===== config.mk =====
export PLATFORM = sky130hd
export DESIGN_NAME = pc_fetch_sequencer
export DESIGN_NICKNAME = d
export VERILOG_FILES = /design/src/rtl/mips_defs.sv /design/src/rtl/pc_adder4.sv /design/src/rtl/pc_fetch_sequencer.sv
export SDC_FILE = /design/constraint.sdc
export NUM_CORES = 1
export LEC_CHECK = 0
export ABC_AREA = 1
export CAP_MARGIN = 30
export CORE_UTILIZATION = 45
export DETAILED_ROUTE_END_ITERATION = 10
export MAX_ROUTING_LAYER = met4
export PLACE_DENSITY = 0.81
export SYNTH_ARGS = -nofsm -noshare
export SYNTH_HDL_FRONTEND = slang
export SYNTH_SLANG_ARGS = --single-unit

===== constraint.sdc =====
create_clock -name clk -period 6 [get_ports clk]
set_input_delay 1.2 -clock clk [delete_from_list [all_inputs] [get_ports clk]]
set_output_delay 1.2 -clock clk [all_outputs]
set_load 0.01 [all_outputs]

===== src/rtl/mips_defs.sv =====
// Shared definitions for the fetch front end: FSM state encodings and
// the PC step/alignment constants.
package mips_defs;

    typedef enum logic [1:0] {
        ST_BOOT  = 2'd0,
        ST_FETCH = 2'd1,
        ST_EXEC  = 2'd2,
        ST_ERR   = 2'd3
    } state_e;

    localparam logic [31:0] PC_INC          = 32'd4;
    localparam logic [1:0]  WORD_ALIGN_MASK = 2'b11;

endpackage


===== src/rtl/pc_adder4.sv =====
// 32-bit +4 incrementer; the carry out is dropped so the PC wraps modulo 2^32.
module pc_adder4
    import mips_defs::*;
(
    input  logic [31:0] pc_i,
    output logic [31:0] sum_o
);

    assign sum_o = pc_i + PC_INC;

endmodule


===== src/rtl/pc_fetch_sequencer.sv =====
// Program counter owner and fetch/execute sequencer: issues one instruction
// fetch, holds the word for decode, then retires it to the next PC.
module pc_fetch_sequencer
    import mips_defs::*;
#(
    parameter logic [31:0] RESET_VECTOR = 32'h0000_0000,
    parameter int          CNT_W        = 32
) (
    input  logic             clk,
    input  logic             rst,
    output logic             imem_req,
    output logic [31:0]      imem_addr,
    input  logic             imem_ready,
    input  logic [31:0]      imem_rdata,
    output logic [31:0]      instr_out,
    output logic             instr_valid,
    input  logic             stall,
    input  logic             redirect,
    input  logic [31:0]      next_pc_in,
    output logic [31:0]      pc_out,
    output logic [31:0]      pc_plus4,
    output logic [3:0]       pc_plus4_upper,
    output logic [31:0]      link_addr,
    output logic [CNT_W-1:0] retired_cnt,
    output logic             align_err
);

    state_e           state_q, state_d;
    logic [31:0]      pc_q, pc_d;
    logic [31:0]      instr_q, instr_d;
    logic             valid_q, valid_d;
    logic [31:0]      link_q, link_d;
    logic [CNT_W-1:0] cnt_q, cnt_d;
    logic             err_q, err_d;
    logic [31:0]      target;
    logic [31:0]      pc_inc;

    pc_adder4 u_adder4 (
        .pc_i  (pc_q),
        .sum_o (pc_inc)
    );

    always_ff @(posedge clk or posedge rst) begin
        if (rst) begin
            state_q <= ST_BOOT;
            pc_q    <= RESET_VECTOR;
            instr_q <= 32'd0;
            valid_q <= 1'b0;
            link_q  <= 32'd0;
            cnt_q   <= '0;
            err_q   <= 1'b0;
        end else begin
            state_q <= state_d;
            pc_q    <= pc_d;
            instr_q <= instr_d;
            valid_q <= valid_d;
            link_q  <= link_d;
            cnt_q   <= cnt_d;
            err_q   <= err_d;
        end
    end

    always_comb begin
        state_d = state_q;
        pc_d    = pc_q;
        instr_d = instr_q;
        valid_d = valid_q;
        link_d  = link_q;
        cnt_d   = cnt_q;
        err_d   = err_q;
        target  = redirect ? next_pc_in : pc_inc;

        case (state_q)
            ST_BOOT: begin
                state_d = ST_FETCH;
            end
            ST_FETCH: begin
                if (imem_ready) begin
                    instr_d = imem_rdata;
                    valid_d = 1'b1;
                    state_d = ST_EXEC;
                end
            end
            ST_EXEC: begin
                // A stalled instruction freezes everything, including the redirect inputs.
                if (!stall) begin
                    valid_d = 1'b0;
                    if ((target[1:0] & WORD_ALIGN_MASK) != 2'b00) begin
                        err_d   = 1'b1;
                        state_d = ST_ERR;
                    end else begin
                        pc_d    = target;
                        cnt_d   = cnt_q + {{(CNT_W-1){1'b0}}, 1'b1};
                        state_d = ST_FETCH;
                        if (redirect) begin
                            link_d = pc_inc;
                        end
                    end
                end
            end
            default: begin
                state_d = ST_ERR;
                valid_d = 1'b0;
            end
        endcase
    end

    // Request is decoded from the registered state so reset drops it immediately.
    assign imem_req       = (state_q == ST_FETCH);
    assign imem_addr      = pc_q;
    assign instr_out      = instr_q;
    assign instr_valid    = valid_q;
    assign pc_out         = pc_q;
    assign pc_plus4       = pc_inc;
    assign pc_plus4_upper = pc_inc[31:28];
    assign link_addr      = link_q;
    assign retired_cnt    = cnt_q;
    assign align_err      = err_q;

endmodule


==> results of run 1 <==
-- stage by stage --
stage | utilization | instance area (um2) | cells | hold WS, ns | total power [uW]
2_1_floorplan | - | 7365 | 1009 | 0.4906 | 1093
3_3_place_gp | 0.6212 | 9903 | 1431 | 0.4551 | 1264
3_5_place_dp | 0.6229 | 9931 | 1432 | 0.4642 | 1269
4_1_cts | 0.6586 | 10500 | 1464 | 0.4815 | 2281
5_1_grt | 0.6588 | 10500 | 1465 | 0.5020 | 2345
6_report | 0.6588 | 10500 | 1465 | 0.4781 | 2264
-- kinds of logic (layout without fill, tap and decap cells) --
family	Yosys count	count (layout)	synth area share
buffers and inverters	149	388	0.1009
AO/OA/AOI/OAI	25	25	0.01954
AND/OR/NAND/NOR	670	670	0.3821
XOR/XNOR	31	31	0.04553
adder cells (fa/ha/maj)	2	2	0.003397
flip-flops	132	132	0.4485
other	0	1	0
-- path summary, 6_finish.rpt --
check / from / endpoint / slack, ns / cells after the start
setup / recovery: imem_addr[2] / pc_plus4[22] / 2.16 / 9
hold / removal: instr_out[7] / instr_out[7] / 0.48 / 2
setup reg to reg: imem_addr[0] / imem_addr[29] / 3.45 / 8
hold reg to reg: instr_out[7] / instr_out[7] / 0.48 / 2
max in group asynchronous: rst / imem_addr[28] / 3.55 / 3
min in group asynchronous: rst / retired_cnt[31] / 1.33 / 2
-- Yosys cell counts, types with 3 or more instances --
library cell / instances / area share
and2_1: 9 / 0.0076
buf_2: 12 / 0.0082
buf_4: 43 / 0.044
clkbuf_1: 6 / 0.0031
dfrtp_1: 132 / 0.45
inv_1: 83 / 0.042
inv_2: 4 / 0.0020
nand2_1: 476 / 0.24
nand2_2: 9 / 0.0076
nand3_1: 52 / 0.035
nand4_1: 3 / 0.0025
nor2_1: 87 / 0.044
nor2_2: 8 / 0.0068
nor2_4: 11 / 0.017
nor3_1: 6 / 0.0041
o211ai_1: 4 / 0.0041
o21ai_0: 5 / 0.0034
o21ai_1: 12 / 0.0082
o21bai_1: 3 / 0.0031
xnor2_1: 9 / 0.011
xor2_1: 15 / 0.018
xor2_2: 5 / 0.011
-- critical path, stage by stage (launching register included) --
cell and delay, ns:
dfrtp_1 0.50, ha_1 0.29, nand2_2 0.09, nor2_4 0.14, nand2_4 0.12, nor2_8 0.23, nand2_1 0.08, nand2_1 0.09
and2_1 0.14, clkdlybuf4s50_1 0.55
-- state kept, by name (all words and copies together) (netlist names) --
| name | cells |
|---|---|
| align_err | 1 |
| imem_addr | 32 |
| instr_out | 32 |
| instr_valid | 1 |
| link_addr | 32 |
| retired_cnt | 32 |
| state_q | 2 |
-- metal layers --
metal	part of all wire	wire, um
met1	0.41	8942
met4	0.021	450
met3	0.072	1579
met5	0	0
met2	0.50	10890
-- power by group through the flow --
| stage | sequential, uW | clock, uW | combinational (uW) |
|---|---|---|---|
| CTS | 960 | 1030 | 294 |
| floorplan | 982 | 0 | 112 |
| finish | 961 | 1010 | 291 |
| detailed placement | 976 | 0 | 293 |
| global route | 965 | 1060 | 316 |
| global placement | 976 | 0 | 288 |
-- layout make-up --
cell class / count / area [um2] / area share
diodes: 1 / 2.502 / 0.0002383
clock buffers: 17 / 425.4 / 0.04051
clock inverters: 15 / 143.9 / 0.01370
inverters: 87 / 331.6 / 0.03157
multi-input cells: 728 / 3318 / 0.3159
flip-flops and latches: 132 / 3303 / 0.3145
well taps: 216 / 270.3 / 0.02573
repair buffers: 269 / 2708 / 0.2578
==> impl_metrics.env, run 1 <==
export IMPL_ir_drop_mv=0.1645
export IMPL_place_ws_ns=2.215
export IMPL_cts_buffers=17
export IMPL_final_common_cell="nand2_1"
export IMPL_rsz0062_at_grt="false"
export IMPL_grt_pass1_vias=6851
export IMPL_rows=46
export IMPL_synth_warnings=0
export IMPL_status="completed"
export IMPL_holdBufCountCts=0
export IMPL_ys_ff_latch=132
export IMPL_power_per_cell_area_mw_per_mm2=215.6
export IMPL_worstSetupPathType="flip-flop to primary output"
export IMPL_finalSetupViolations=0
export IMPL_drive_gt1_frac=0.06410
export IMPL_hold_viol=0
export IMPL_tightest_slew_ns=0.9611
export IMPL_clk_path_buf_depth=2
export IMPL_antenna_found_initial=1
export IMPL_met3_usage=0.05453
export IMPL_die_x_um=129.9
export IMPL_fmax_mhz=260.7
export IMPL_maxSlewHeadroom=0.3585
export IMPL_cp_required_ns=4.80
export IMPL_drv_cap=0
export IMPL_power_switching_uw=597.2
export IMPL_fill_cells=1367
export IMPL_pwr_share_seq=0.424
export IMPL_use_met1=0.3293
export IMPL_final_cell_mix="476 x nand2_1, 267 x clkdlybuf4s50_1, 132 x dfrtp_1"
export IMPL_grt_ovfl_total=0
export IMPL_postCtsSetupBuffers=0
export IMPL_die_area_mm2=0.01688
export IMPL_final_nets=1306
export IMPL_die_y_um=129.9
export IMPL_finClkSkew_ns=0.01437
export IMPL_cts_sinks=132
export IMPL_grt_max_degree=93
export IMPL_synthArstFlopShare=1.000
export IMPL_cp_data_arrival_time_ns=2.64
export IMPL_num_io_pins=268
export IMPL_dr_first_iter_drc_count=447
export IMPL_synth_edf_count=0
export IMPL_syn_inst=1009
export IMPL_crit_path_end_kind="primary output"
export IMPL_grt_total_usage=0.2767
export IMPL_avgRoutedWirePerCell_um=14.92
export IMPL_p_leak_uw=0.005032
export IMPL_crit_fanout=9
export IMPL_clkTransAtPathRegs_ns=0.06
export IMPL_met2_usage=0.4662
export IMPL_cp_start_kind="flip-flop"
export IMPL_core_mm2=0.01594
export IMPL_route_vias_total=7181
export IMPL_hpwl_mm=15.99
export IMPL_ys_seq_area_frac=0.4485
export IMPL_fin_setup_tns_ns=0
export IMPL_area_delta_synth_final_pct=42.61
export IMPL_cts_root_buf="clkbuf_16"
export IMPL_ys_flop_type="dfrtp_1"
export IMPL_clockPowerShare=0.447
export IMPL_cts_tree="done"
export IMPL_power_internal_uw=1667
export IMPL_final_antenna_net_count=0
export IMPL_hold_path_class="flip-flop to flip-flop"
export IMPL_synthDistinctLibCells=33
export IMPL_firstDrtPassIters=5
export IMPL_routabilityCongestion=0.8900
export IMPL_power_frac_comb=0.128
export IMPL_vias_per_cell=4.902
export IMPL_portBuffers=267
export IMPL_grt_pass1_wl_mm=34.60
export IMPL_synth_nets=1080
export IMPL_swShare=0.2638
export IMPL_min_period_ns=3.835
export IMPL_cts_resized_gates=0
export IMPL_drc_errors=0
export IMPL_synth_area_mm2=0.007365
export IMPL_start_util=0.4619
export IMPL_post_route_period_util=0.6392
export IMPL_fin_ws_ns=2.165
export IMPL_htree_levels=4
export IMPL_syn_avg_cell_area_um2=7.299
export IMPL_clk_latency_ns=0.42
export IMPL_finalMaxSlewViolations=0
export IMPL_finalWirelength_mm=21.86
export IMPL_gr_max_usage_layer="met2"
Power figures use the tool's default switching activity.
==> run 2: changes to the inputs <==
clock period = 3.8 ns   (was 6 ns; I/O delays follow)
==> impl_metrics.env, run 2 (synthesis results as in run 1) <==
export IMPL_p_leak_uw=0.005061
export IMPL_ir_drop_mv=0.2802
export IMPL_hold_path_class="flip-flop to flip-flop"
export IMPL_antenna_found_initial=1
export IMPL_hold_viol=0
export IMPL_holdBufCountCts=0
export IMPL_die_y_um=129.9
export IMPL_cts_buffers=17
export IMPL_cp_data_arrival_time_ns=2.59
export IMPL_clk_latency_ns=0.42
export IMPL_portBuffers=267
export IMPL_maxSlewHeadroom=0.3776
export IMPL_htree_levels=4
export IMPL_crit_fanout=9
export IMPL_swShare=0.2523
export IMPL_cts_root_buf="clkbuf_16"
export IMPL_cts_sinks=132
export IMPL_power_frac_comb=0.127
export IMPL_grt_ovfl_total=0
export IMPL_finalMaxSlewViolations=0
export IMPL_final_common_cell="nand2_1"
export IMPL_wl_met2_mm=10.84
export IMPL_die_area_mm2=0.01688
export IMPL_avgRoutedWirePerCell_um=14.84
export IMPL_drv_cap=0
export IMPL_clkTransAtPathRegs_ns=0.06
export IMPL_grt_pass1_vias=6810
export IMPL_final_nets=1310
export IMPL_core_mm2=0.01594
export IMPL_rows=46
export IMPL_hpwl_mm=15.94
export IMPL_grt_max_degree=83
export IMPL_startpoint="imem_addr[2]"
export IMPL_finish_utilization=0.6628
export IMPL_clockPowerShare=0.457
export IMPL_min_from="link_addr[4]"
export IMPL_area_delta_synth_final_pct=43.49
export IMPL_drc_errors=0
export IMPL_clk_path_buf_depth=2
export IMPL_postCtsSetupBuffers=0
export IMPL_start_util=0.4619
export IMPL_die_x_um=129.9
export IMPL_grt_total_usage=0.2746
export IMPL_min_period_ns=3.351
export IMPL_finalWirelength_mm=21.80
export IMPL_route_vias_total=7095
export IMPL_pwr_share_seq=0.416
export IMPL_power_per_cell_area_mw_per_mm2=345.4
export IMPL_final_antenna_net_count=0
export IMPL_cts_resized_gates=0
export IMPL_top_layer="met4"
export IMPL_worstSetupPathType="flip-flop to primary output"
export IMPL_power_switching_uw=920.7
export IMPL_routed_wl_met3_mm=1.622
export IMPL_post_route_period_util=0.8818
export IMPL_fmax_mhz=298.4
export IMPL_routabilityCongestion=0.8958
export IMPL_cp_required_ns=3.04
export IMPL_firstDrtPassIters=5
export IMPL_cts_tree="done"
export IMPL_finClkSkew_ns=0.007595
export IMPL_crit_path_end_kind="primary output"
export IMPL_cp_start_kind="flip-flop"
export IMPL_power_internal_uw=2729
export IMPL_tightest_slew_ns=0.9325
export IMPL_grt_pass1_wl_mm=34.13
export IMPL_fin_setup_tns_ns=0
export IMPL_vias_per_cell=4.830
export IMPL_final_cell_mix="476 x nand2_1, 267 x clkdlybuf4s50_1, 132 x dfrtp_1"
export IMPL_drive_gt1_frac=0.06709
export IMPL_wl_met1_mm=8.772
export IMPL_dr_first_iter_drc_count=413
export IMPL_rsz0062_at_grt="false"
export IMPL_status="completed"
export IMPL_r2r_start="imem_addr[0]"
export IMPL_num_io_pins=268
export IMPL_finalSetupViolations=0
[run 2: final timing paths]
kind	end	slack, ns	depth (start not counted)
setup reg to reg	imem_addr[24]	1.64	8
max in group asynchronous	imem_addr[19]	2.56	3
setup / recovery	pc_plus4[20]	0.45	9
hold / removal	link_addr[4]	0.48	2
hold reg to reg	link_addr[4]	0.48	2
min in group asynchronous	link_addr[30]	0.59	2
[run 2: power by group through the flow]
stage | registers [uW] | clock network, uW | logic [uW]
after global placement | 1540 | 0 | 460
final | 1520 | 1670 | 464
after CTS | 1520 | 1700 | 470
after detailed placement | 1540 | 0 | 468
after global routing | 1520 | 1760 | 503
after floorplan | 1550 | 0 | 177
[run 2: through the flow]
step	power (uW)	cells	setup slack (ns)	hold slack [ns]	area [um2]
2_1_floorplan	1727	1009	1.403	0.4906	7368
3_3_place_gp	1999	1436	0.9917	0.4542	9965
3_5_place_dp	2008	1436	0.8691	0.4647	9965
4_1_cts	3684	1468	0.4502	0.4809	10570
5_1_grt	3790	1469	0.2662	0.4943	10570
6_report	3650	1469	0.4491	0.4768	10570
[run 2: final cells by class]
type	instances	area (um2)
Inverter	87	330.3
Fill cell	1378	5375
Timing Repair Buffer	273	2743
Multi-Input combinational cell	728	3318
Tap cell	216	270.3
Antenna cell	1	2.502
Clock inverter	13	147.6
Sequential cell	132	3303
Clock buffer	19	452.9
[run 2: routing by layer]
metal,up-vias,track usage
li1,3486,-
met3,44,0.06355
met1,3269,0.3098
met2,296,0.4668
met4,0,0.1183
met5,-,-
[run 2: worst max-delay path, stage by stage (launching register included)]
cell and delay [ns]:
dfrtp_1 0.48, ha_1 0.27, nand2_2 0.08, nor2_4 0.14
nand2_4 0.12, nor2_8 0.23, nand2_1 0.08, nand2_1 0.10
and2_1 0.13, clkdlybuf4s50_1 0.54
==> edit 1, RTL diff (settings of run 2) <==
Encoding of `state_e`: now one-hot (4 bits for 4 states).
--- a/src/rtl/mips_defs.sv
+++ b/src/rtl/mips_defs.sv
@@ -2,11 +2,11 @@
 // the PC step/alignment constants.
 package mips_defs;
 
-    typedef enum logic [1:0] {
-        ST_BOOT  = 2'd0,
-        ST_FETCH = 2'd1,
-        ST_EXEC  = 2'd2,
-        ST_ERR   = 2'd3
+    typedef enum logic [3:0] {
+        ST_BOOT  = 4'b0001,
+        ST_FETCH = 4'b0010,
+        ST_EXEC  = 4'b0100,
+        ST_ERR   = 4'b1000
     } state_e;
 
     localparam logic [31:0] PC_INC          = 32'd4;
Function: no difference found for any inputs over 4 cycles, from zero or initial values and one cycle with rst high; so few cycles prove little.
==> edit 1 against run 2 <==
Wire length rose by 1.2%. Critical endpoint is now pc_plus4_upper[2]. Design area rose by 0.84%. Via count rose by 2.0%. Core utilization rose by 0.078 points. Fmax rose by 1.7%. Largest cell class unchanged. Area after synthesis rose by 1.7%. Count of clock-buffer cells in the layout did not move. Sequential cell count rose by 2. Synthesized cell count rose by 2.8%. Highest routed layer unchanged. Setup slack improved by 0.056 ns. Cell count rose by 1.8%.
Power is not compared: it rests on default switching activity, and its combinational part moved more than twofold at a synthesized area within 25%.
==> edit 1: results (changes against run 2) <==
* FF-to-FF setup slack at 1.72 ns (was 1.64 ns)
* Status: finished clean (unchanged)
* Worst r2r path cells at 6 (was 8)
* Global-route met1 utilization at 32.6% (was 31.0%)
* Number of global-route vias before repair at 6800 (was 6810)
* Min-delay src: link_addr[6]$_DFFE_PP0P_ (was link_addr[4]$_DFFE_PP0P_)
* Worst path arrival time at 2.54 ns (was 2.59 ns)
* Met2 global-route usage at 44.9% (was 46.7%)
* CTS buffer count at 17 (unchanged)
* ANT cells at 0 (was 1)
* RR Startpoint: state_q[3]$_DFFE_PP0P_ (was imem_addr[0]$_DFFE_PP0P_)
* Mapped Nets at 1108 (was 1080)
* GPL Wtd Cong at 0.921 (was 0.896)
* Register area share after synthesis at 44.8% (was 44.9%)
* Min Tclk post-route at 3.30 ns (was 3.35 ns)
* Dpl ws at 0.926 ns (was 0.869 ns)
* Met3 WL at 1.33 mm (was 1.62 mm)
* Main area contributors after synthesis: dfrtp_1, nand2_1, buf_4, nor2_1, inv_1 (was dfrtp_1, nand2_1, nor2_1, buf_4, inv_1)
* Largest net degree at the start of global routing at 65 (was 83)
* Endpoint of the worst hold path: link_addr[6]$_DFFE_PP0P_ (was link_addr[4]$_DFFE_PP0P_)
* Met3 GRT Util at 5.05% (was 6.36%)
* Initial antenna violation count at 0 (was 1)
* Measured slew at the worst slew-check pin at 0.952 ns (was 0.933 ns)
* Setup Skew at 0.00860 ns (was 0.00760 ns)
* First-pass GRT wire length at 34.5 mm (was 34.1 mm)
* Critical Path End: pc_plus4_upper[2] (was pc_plus4[20])
* Worst flop-to-flop path endpoint: imem_addr[2]$_DFFE_PP0P_ (was imem_addr[24]$_DFFE_PP0P_)
* Total Wirelength at 22.1 mm (was 21.8 mm)
* Largest fanout on the critical path at 6 (was 9)
-- edit 1: changes by cell type in the layout (fill, tap and decap cells not counted), sizes merged, moves of 2 or more --
| cell | before | now |
|---|---|---|
| xor2 | 21 | 23 |
| and2 | 9 | 7 |
| nand3 | 53 | 38 |
| clkinv | 3 | 11 |
| nand3b | 2 | 8 |
| inv | 90 | 74 |
| nor3 | 7 | 5 |
| xnor2 | 10 | 6 |
| nand2 | 487 | 540 |
| o21ai | 17 | 13 |
-- edit 1: logic make-up after synthesis --
family | synth area share, %
AOI/OAI and AO/OA | 1.62
xor gates and xnor gates | 4.09
adders and majority gates | 0.334
buffers and inverters | 9.62
DFF | 44.8
other | 0.0501
and+or+nand+nor | 39.5
-- edit 1: where the power goes --
part / total (mW) / internal (mW) / leakage (nW) / switching, mW
sequential: 1.44 / 1.44 / 1.79 / 0.00575
combinational: 0.142 / 0.0848 / 3.06 / 0.0570
clock: 1.64 / 0.991 / 0.280 / 0.653
total: 3.23 / 2.51 / 5.14 / 0.716
-- edit 1: final cells by class --
type                    instances  area (sq um)
fillers                      1337          5400
multi-input cells             762          3410
flip-flops and latches        134          3350
repair buffers                273          2730
clock buffers                  19           443
inverters                      78           297
well taps                     216           270
clock inverters                13           149
-- edit 1: worst max-delay path, cell delays in order, from the launching register on --
cell	delay, ns
dfrtp_1	0.43
ha_1	0.21
nand2_1	0.10
nor2_4	0.19
nand2_4	0.11
nor2_4	0.14
nand3_1	0.09
nand2_1	0.21
clkdlybuf4s50_1	0.64
-- edit 1: per-stage QoR --
step	util [%]	hold WS [ns]	area (sq um)
floorplan	-	0.509	7490
global placement	62.7	0.458	10100
detailed placement	62.7	0.465	10100
CTS	66.4	0.480	10700
global route	66.4	0.499	10700
finish	66.4	0.474	10700
==> edit 2, RTL diff (settings of run 2) <==
Without the edit above. The parameter `CNT_W` goes from 32 to 24.
--- a/src/rtl/pc_fetch_sequencer.sv
+++ b/src/rtl/pc_fetch_sequencer.sv
@@ -4,7 +4,7 @@
     import mips_defs::*;
 #(
     parameter logic [31:0] RESET_VECTOR = 32'h0000_0000,
-    parameter int          CNT_W        = 32
+    parameter int          CNT_W        = 24
 ) (
     input  logic             clk,
     input  logic             rst,
Ports: changed (resized retired_cnt); port bits go from 268 to 260. No check against the original RTL was run, so the function may have changed too.
==> edit 2 against run 2 <==
Clock skew down 0.0014 ns. Power fell by 3.9%. Sequential cell count decreased by 8. Wire length decreased by 9.6%. Area after synthesis fell by 8.5%. Combinational power is 3% lower. First-iteration DRC count is 15% lower. Global-route usage fell by 0.52 points. Core utilization is 1.3 points higher. Setup slack worse by 0.016 ns. Design area down 6.8%. Worst hold slack about the same. Via count down 7.6%.
==> edit 2: results (changes against run 2) <==
* Measured slew at the worst slew-check pin at 0.744 ns (was 0.933 ns)
* Synth Area in Adders at 0.371% (was 0.340%)
* Worst path arrival time at 2.61 ns (was 2.59 ns)
* HPWL Detailed at 14.3 mm (was 15.9 mm)
* Total GRT Usage at 26.9% (was 27.5%)
* Compound-cell area share of the yosys netlist at 2.36% (was 1.95%)
* Vias per cell at 4.90 (was 4.83)
* Setup Skew at 0.00616 ns (was 0.00760 ns)
* Synth cell count leaders: nand2_1, dfrtp_1, inv_1, nor2_1, nand3_1 (was nand2_1, dfrtp_1, nor2_1)
* Number of global-route vias before repair at 6265 (was 6810)
* Largest net degree at the start of global routing at 125 (was 83)
* Placed cell areas at 9260 sq um (was 9960 sq um)
* Initial antenna violation count at 0 (was 1)
* First-pass GRT wire length at 31.9 mm (was 34.1 mm)
* GPL Wtd Cong at 0.997 (was 0.896)
* Post-Synth XOR/XNOR Area at 4.42% (was 4.55%)
* Metal-1 WL at 8.00 mm (was 8.77 mm)
* Status: finished clean (unchanged)
* PostCTS Resize Cnt at 0 (unchanged)
* Total Wirelength at 19.7 mm (was 21.8 mm)
* Share of cells above drive strength 1 at 6.24% (was 6.71%)
* Synth unique cells at 29 (was 33)
* Largest fanout on the critical path at 7 (was 9)
* Mapped Nets at 988 (was 1080)
* Main area contributors after synthesis: dfrtp_1, nand2_1, buf_4, inv_1, nor2_1 (was dfrtp_1, nand2_1, nor2_1, buf_4, inv_1)
* Met3 WL at 1.46 mm (was 1.62 mm)
* DR iter-0 viols at 351 (was 413)
* Port Buffers at 259 (was 267)
==> edit 2: cell types whose count changed after synthesis, moves of 4 or more <==
| cell | delta |
|---|---|
| nand2_2 | -4 |
| o21ai_0 | +8 |
| nor2_1 | -12 |
| nand2_1 | -42 |
| dfrtp_1 | -8 |
| nor2_4 | -4 |
| buf_4 | -5 |
| nand3_1 | -11 |
| o21ai_1 | -5 |
| inv_1 | -8 |
==> edit 2: final timing paths <==
kind,to,slack [ns],depth (start not counted),startpoint
max,pc_plus4[24],0.43,7,imem_addr[2]$_DFFE_PP0P_
min,link_addr[17]$_DFFE_PP0P_,0.48,2,link_addr[17]$_DFFE_PP0P_
max reg2reg,imem_addr[2]$_DFFE_PP0P_,1.80,8,state_q[0]$_DFFE_PP0P_
min reg2reg,link_addr[17]$_DFFE_PP0P_,0.48,2,link_addr[17]$_DFFE_PP0P_
max in group asynchronous,retired_cnt[4]$_DFFE_PP0P_,2.38,3,rst
min in group asynchronous,link_addr[11]$_DFFE_PP0P_,0.89,3,rst
==> edit 2: per-stage QoR <==
stage | hold slack, ns | worst slack [ns] | total power, mW | util, % | cells
after floorplan | 0.491 | 1.40 | 1.63 | - | 917
after global placement | 0.454 | 0.956 | 1.90 | 63.3 | 1304
after detailed placement | 0.464 | 0.885 | 1.90 | 63.4 | 1305
after CTS | 0.480 | 0.433 | 3.54 | 67.5 | 1337
after global routing | 0.493 | 0.262 | 3.64 | 67.5 | 1337
final | 0.477 | 0.433 | 3.51 | 67.5 | 1337
==> edit 2: power groups by stage <==
stage | clock, mW | combinational, mW | sequential [mW]
3_5_place_dp | 0 | 0.451 | 1.45
3_3_place_gp | 0 | 0.445 | 1.45
6_report | 1.63 | 0.448 | 1.43
2_1_floorplan | 0 | 0.168 | 1.46
5_1_grt | 1.72 | 0.483 | 1.44
4_1_cts | 1.66 | 0.453 | 1.43
==> edit 2: final cells by class <==
cell class	instances	area [sq um]
fill	1199	4740
clock inverter	10	114
timing repair buffer	265	2670
multi-input combinational	653	2950
clock buffer	22	484
inverter	79	300
tap	184	230
sequential	124	3100
==> edit 2: logic make-up after synthesis <==
group	count (synthesis)
adders and majority gates	2
buffers and inverters	140
DFF	124
and+or+nand+nor	595
xor gates and xnor gates	28
AOI/OAI and AO/OA	28
==> edit 2: worst reg2reg max path, stage by stage, from the launching register on <==
cell and delay, ns:
dfrtp_1 0.37, inv_1 0.07, nand2_1 0.08, nor2_2 0.13, inv_2 0.08, nor2_4 0.38, inv_2 0.44, nor2_1 0.26
nor3_1 0.08
